<file path="src/rtl/lcd_read_port.sv">
// HD44780-style read-cycle sequencer: RS/RW setup, timed E pulse, data capture on the
// last E-high cycle, optional busy-flag polling with a poll limit.
module lcd_read_port #(
  parameter int unsigned SETUP_CYCLES  = 2,
  parameter int unsigned E_HIGH_CYCLES = 4,
  parameter int unsigned E_LOW_CYCLES  = 4,
  parameter int unsigned POLL_LIMIT    = 255
) (
  input  logic       clk,
  input  logic       rst,
  input  logic       req,
  input  logic       req_rs,
  input  logic       req_wait_busy,
  output logic       bus_owned,
  output logic [7:0] rdata,
  output logic       rdata_valid,
  output logic       timeout,
  input  logic [7:0] lcd_data_in,
  output logic [1:0] lcd_ctrl,
  output logic       lcd_enable
);

  localparam int unsigned MAX_SH = (SETUP_CYCLES > E_HIGH_CYCLES) ? SETUP_CYCLES : E_HIGH_CYCLES;
  localparam int unsigned MAXC   = (MAX_SH > E_LOW_CYCLES) ? MAX_SH : E_LOW_CYCLES;
  localparam int unsigned CW     = $clog2(MAXC + 1);
  localparam int unsigned PW     = $clog2(POLL_LIMIT + 1);

  typedef enum logic [2:0] {IDLE, SETUP, E_HIGH, E_LOW, DONE} state_t;

  state_t         state;
  logic [CW-1:0]  cnt;
  logic [PW-1:0]  poll_cnt;
  logic           wait_mode;

  always_ff @(posedge clk or posedge rst) begin
    if (rst) begin
      state       <= IDLE;
      cnt         <= '0;
      poll_cnt    <= '0;
      wait_mode   <= 1'b0;
      bus_owned   <= 1'b0;
      rdata       <= '0;
      rdata_valid <= 1'b0;
      timeout     <= 1'b0;
      lcd_ctrl    <= 2'b00;
      lcd_enable  <= 1'b0;
    end else begin
      rdata_valid <= 1'b0;
      timeout     <= 1'b0;
      case (state)
        IDLE: begin
          if (req) begin
            state     <= SETUP;
            cnt       <= '0;
            poll_cnt  <= '0;
            wait_mode <= req_wait_busy;
            lcd_ctrl  <= {req_rs & ~req_wait_busy, 1'b1};
            bus_owned <= 1'b1;
          end
        end
        SETUP: begin
          if (cnt == CW'(SETUP_CYCLES - 1)) begin
            state      <= E_HIGH;
            cnt        <= '0;
            lcd_enable <= 1'b1;
          end else begin
            cnt <= cnt + 1'b1;
          end
        end
        E_HIGH: begin
          if (cnt == CW'(E_HIGH_CYCLES - 1)) begin
            state      <= E_LOW;
            cnt        <= '0;
            lcd_enable <= 1'b0;
            rdata      <= lcd_data_in;
            poll_cnt   <= poll_cnt + 1'b1;
          end else begin
            cnt <= cnt + 1'b1;
          end
        end
        E_LOW: begin
          if (cnt == CW'(E_LOW_CYCLES - 1)) begin
            cnt <= '0;
            // rdata already holds this poll's byte, so the busy decision uses the registered copy
            if (wait_mode && rdata[7] && (poll_cnt < PW'(POLL_LIMIT))) begin
              state <= SETUP;
            end else begin
              state       <= DONE;
              rdata_valid <= 1'b1;
              timeout     <= wait_mode & rdata[7];
            end
          end else begin
            cnt <= cnt + 1'b1;
          end
        end
        DONE: begin
          state     <= IDLE;
          bus_owned <= 1'b0;
          lcd_ctrl  <= 2'b00;
        end
        default: state <= IDLE;
      endcase
    end
  end

endmodule

</file>
<file path="config.mk">
export PLATFORM = sky130hd
export DESIGN_NAME = lcd_read_port
export DESIGN_NICKNAME = d
export VERILOG_FILES = /design/src/rtl/lcd_read_port.sv
export SDC_FILE = /design/constraint.sdc
export NUM_CORES = 1
export LEC_CHECK = 0
export ABC_AREA = 1
export BUFFER_PORTS_ARGS = -buffer_cell sky130_fd_sc_hd__buf_2
export CORE_ASPECT_RATIO = 0.5
export CORE_MARGIN = 1
export CORE_UTILIZATION = 50
export CTS_BUF_LIST = sky130_fd_sc_hd__clkbuf_4 sky130_fd_sc_hd__clkbuf_8
export CTS_CLUSTER_DIAMETER = 60
export DETAILED_ROUTE_END_ITERATION = 7
export GPL_ROUTABILITY_DRIVEN = 0
export GPL_TIMING_DRIVEN = 0
export HOLD_SLACK_MARGIN = 0.02
export PLACE_DENSITY = 0.73
export SLEW_MARGIN = 20
export SYNTH_ARGS = -nofsm -noshare
export SYNTH_HDL_FRONTEND = slang
export SYNTH_SLANG_ARGS = --single-unit
</file>
<file path="constraint.sdc">
create_clock -name clk -period 2.01 [get_ports clk]
set_input_delay 0.201 -clock clk [delete_from_list [all_inputs] [get_ports clk]]
set_output_delay 0.201 -clock clk [all_outputs]
set_load 0.03 [all_outputs]
</file>
==> summary.md <==
| Metric | Value |
|---|---|
| Core footprint | `2651 sq um` |
| Post-synthesis cell type count | `23` |
| CTS resizes | `0` |
| Total global routing overflow | `0` |
| Initial DRC count | `49` |
| Reg2reg setup slack | `0.48 ns` |
| CTS tree | `built` |
| Measured slew at the worst slew-check pin | `0.5737 ns` |
| # IOs | `27` |
| Slowest CP cell | `dfrtp_1` |
| Clock power frac | `0.129` |
| Worst path arrival time | `1.68 ns` |
| Fmax | `0.6535 GHz` |
| Vias in the first global route | `962` |
| Fin nets | `227` |
| Post-synthesis sequential area ratio | `0.4878` |
| DIE HEIGHT | `39.90 microns` |
| Clock sink count | `28` |
| Vias/cell | `4.816` |
| FF+latch area | `700.7 sq um` |
| Worst path max stage delay | `0.42 ns` |
| Ant. Diodes | `0` |
| Dominant synthesized flop cell | `dfrtp_1` |
| Global-route wire length before repair | `4.195 mm` |
| Max cap viols | `0` |
| FP Rows | `13` |
| IO buf count | `26` |
| Final min period | `1.530 ns` |
| Worst setup SP type | `register` |
| Wire per inst | `10.80 microns` |
| RSZ-0062 raised after global routing | `false` |
| Routed WL | `2.635 mm` |
| Clock root cell | `clkbuf_8` |
| Placed cells | `240` |
| Post-Layout Cell Count | `244` |
| Crit path capture type | `register` |
| Multi-input gate area | `599.3 sq um` |
| Dpl hpwl | `1.997 mm` |
| Tightest Hold Check Type | `in -> reg` |
| Layout cells sized above 1 | `0.2126` |
| Final ANT Viol Nets | `0` |
| Num CTS Buffers | `3` |
| Final number of setup-violating endpoints | `0` |
| Die Area | `3104 sq um` |
| Worst setup path endpoint | `lcd_enable$_DFFE_PP0P_` |
| Skew final | `0.003847 ns` |
| Synthesized area | `1436 sq um` |
| Power per Cell Area | `1393 nW/um^2` |
| H-tree depth | `1` |
| Initial antenna violation count | `0` |
| Post CTS Setup Buffer Count | `0` |
| Clk Latency, worst-skew pair | `0.27 ns` |
| R2R Path End | `lcd_enable$_DFFE_PP0P_` |
| Lkg Pwr | `0.0009135 uW` |
| Largest net degree at the start of global routing | `29` |
| Setup CP Type | `reg -> reg` |
| Total GRT Usage | `0.1853` |
| Switch Pwr | `1059 uW` |
| Die X | `77.80 microns` |
| CTS max path bufs | `2` |
| Synth warnings | `0` |
| Post-synth net total | `195` |
| Synth Area per Inst | `8.115 sq um` |
| Period utilization | `0.7613` |
| Required time of the critical path | `2.16 ns` |
| Sequential share of power | `0.380` |
| CP max FO | `5` |
| Most used cell along the critical path | `ha_1` |
| Routed vias | `1175` |
| Worst r2r src | `cnt[0]$_DFFE_PP0P_` |
| Area growth, synth to finish | `15.85%` |
| Relative max-transition margin | `0.6170` |
| Peak supply drop | `0.0009159 V` |
| Power share of the combinational group | `0.491` |
| Worst Reg-to-Reg Cells | `6` |
| Clk slew on worst S/H paths | `0.09 ns` |
| Drt first pass iters | `4` |
| Final hold vios | `0` |
| Sequence of cells on the critical path | `ha_1, ha_1, nand3_2, inv_2, o21ai_0, a21oi_1` |
| Effective utilization at floorplan | `0.5418` |
| Synth Register Bits | `28` |
| Quantity of hold-fixing buffers added after cts | `0` |
| Post-synth EDFFs | `0` |
| DRC | `0` |
| Async SR Flop Fraction | `1.000` |
| Fill cells | `238` |
| Max Slew Vio Count | `0` |
| Internal power | `1260 uW` |
| Synth Instances | `177` |
| CP Launch Point | `cnt[0]$_DFFE_PP0P_` |
| Sw Ratio | `0.4568` |
| Setup_tns | `0 ns` |
| Run status | `finished, final reports clean` |
-- stage by stage --
| step | instance area [sq um] | power, uW | setup slack [ns] | hold WS, ns | utilization |
|---|---|---|---|---|---|
| after floorplan | 1436 | 1749 | 0.6381 | 0.2664 | - |
| after global placement | 1613 | 2002 | 0.5250 | 0.3928 | 0.6083 |
| after detailed placement | 1613 | 2032 | 0.4998 | 0.3986 | 0.6083 |
| after CTS | 1654 | 2334 | 0.4842 | 0.1087 | 0.6239 |
| after global routing | 1664 | 2511 | 0.3393 | 0.1145 | 0.6277 |
| final | 1664 | 2319 | 0.4799 | 0.1125 | 0.6277 |
-- kinds of logic (layout without fill, tap and decap cells) --
logic type / count (synthesis) / count (layout) / synth area share
and+or+nand+nor: 98 / 98 / 0.3110
AOI/OAI and AO/OA: 14 / 14 / 0.06272
adders and majority gates: 5 / 5 / 0.04355
DFF: 28 / 28 / 0.4878
buffers and inverters: 32 / 62 / 0.09494
-- flip-flops by register name, indices dropped and copies added (netlist names) --
name and flops:
poll_cnt 8, wait_mode 1, cnt 3, state 3
lcd_enable 1, rdata 8, lcd_ctrl 2, rdata_valid 1
timeout 1
-- critical path: cells and delay by family, from the launching register on --
kind	cells	cell delay [ns]
compound gates	2	0.35
fa+ha+maj	2	0.46
buf+inv	1	0.07
flops	1	0.42
simple gates	1	0.11
-- Yosys cell counts (3+ instances only) --
library cell,n,area (sq um)
nand2_1,60,225.2
dfrtp_1,28,700.7
inv_1,26,97.59
nand3_1,13,65.06
nor2_1,13,48.80
o21ai_0,6,30.03
ha_1,5,62.56
nand4_1,4,25.02
a21oi_1,3,15.01
nor3_1,3,15.01
-- worst min-delay path by stage --
stage               cells after the start                   end  slack, ns            from
floorplan                               1    cnt[0]$_DFFE_PP0P_       0.27             rst
global placement                        3  rdata[3]$_DFFE_PP0P_       0.39  lcd_data_in[3]
detailed placement                      3  rdata[0]$_DFFE_PP0P_       0.40  lcd_data_in[0]
CTS                                     3  rdata[0]$_DFFE_PP0P_       0.11  lcd_data_in[0]
global route                            3  rdata[5]$_DFFE_PP0P_       0.11  lcd_data_in[5]
finish                                  3  rdata[1]$_DFFE_PP0P_       0.11  lcd_data_in[1]
-- cell type report --
class | count | share of cell area
Clock buffer | 3 | 0.02481
Multi-Input combinational cell | 117 | 0.3601
Timing Repair Buffer | 27 | 0.08421
Sequential cell | 28 | 0.4211
Tap cell | 37 | 0.02782
Inverter | 28 | 0.06316
Buffer | 4 | 0.01880
-- per-layer routing --
| metal | vias to the layer above | GRT usage | part of all wire |
|---|---|---|---|
| met5 | - | 0 | 0 |
| met1 | 547 | 0.2453 | 0.51 |
| met4 | 0 | 0.04245 | 0.0042 |
| li1 | 610 | - | - |
| met3 | 2 | 0.05581 | 0.035 |
| met2 | 16 | 0.3075 | 0.45 |
-- cells in the final DEF, fill, tap and decap left out --
cell type      netlist  layout
a21oi_1              3       3
a21oi_2              2       2
buf_2                1      27
buf_4                2       2
buf_6                1       1
clkbuf_8             0       3
dfrtp_1             28      28
dlygate4sd3_1        0       1
ha_1                 5       5
inv_1               26      25
inv_2                2       3
nand2_1             60      60
nand2_8              1       1
nand3_1             13      13
nand3_2              1       1
nand3_4              1       1
nand4_1              4       4
nor2_1              13      13
nor2_4               1       1
nor3_1               3       3
o211ai_1             1       1
o21a_1               1       1
o21ai_0              6       6
o22ai_2              1       1
or2_4                1       1
-- power groups by stage --
stage          clock network [uW]  registers (uW)  logic (uW)
6_report                      300             881        1140
2_1_floorplan                   0            1110         636
3_5_place_dp                    0             893        1140
4_1_cts                       309             883        1140
3_3_place_gp                    0             888        1110
5_1_grt                       326             911        1270
Power figures use the tool's default switching activity.
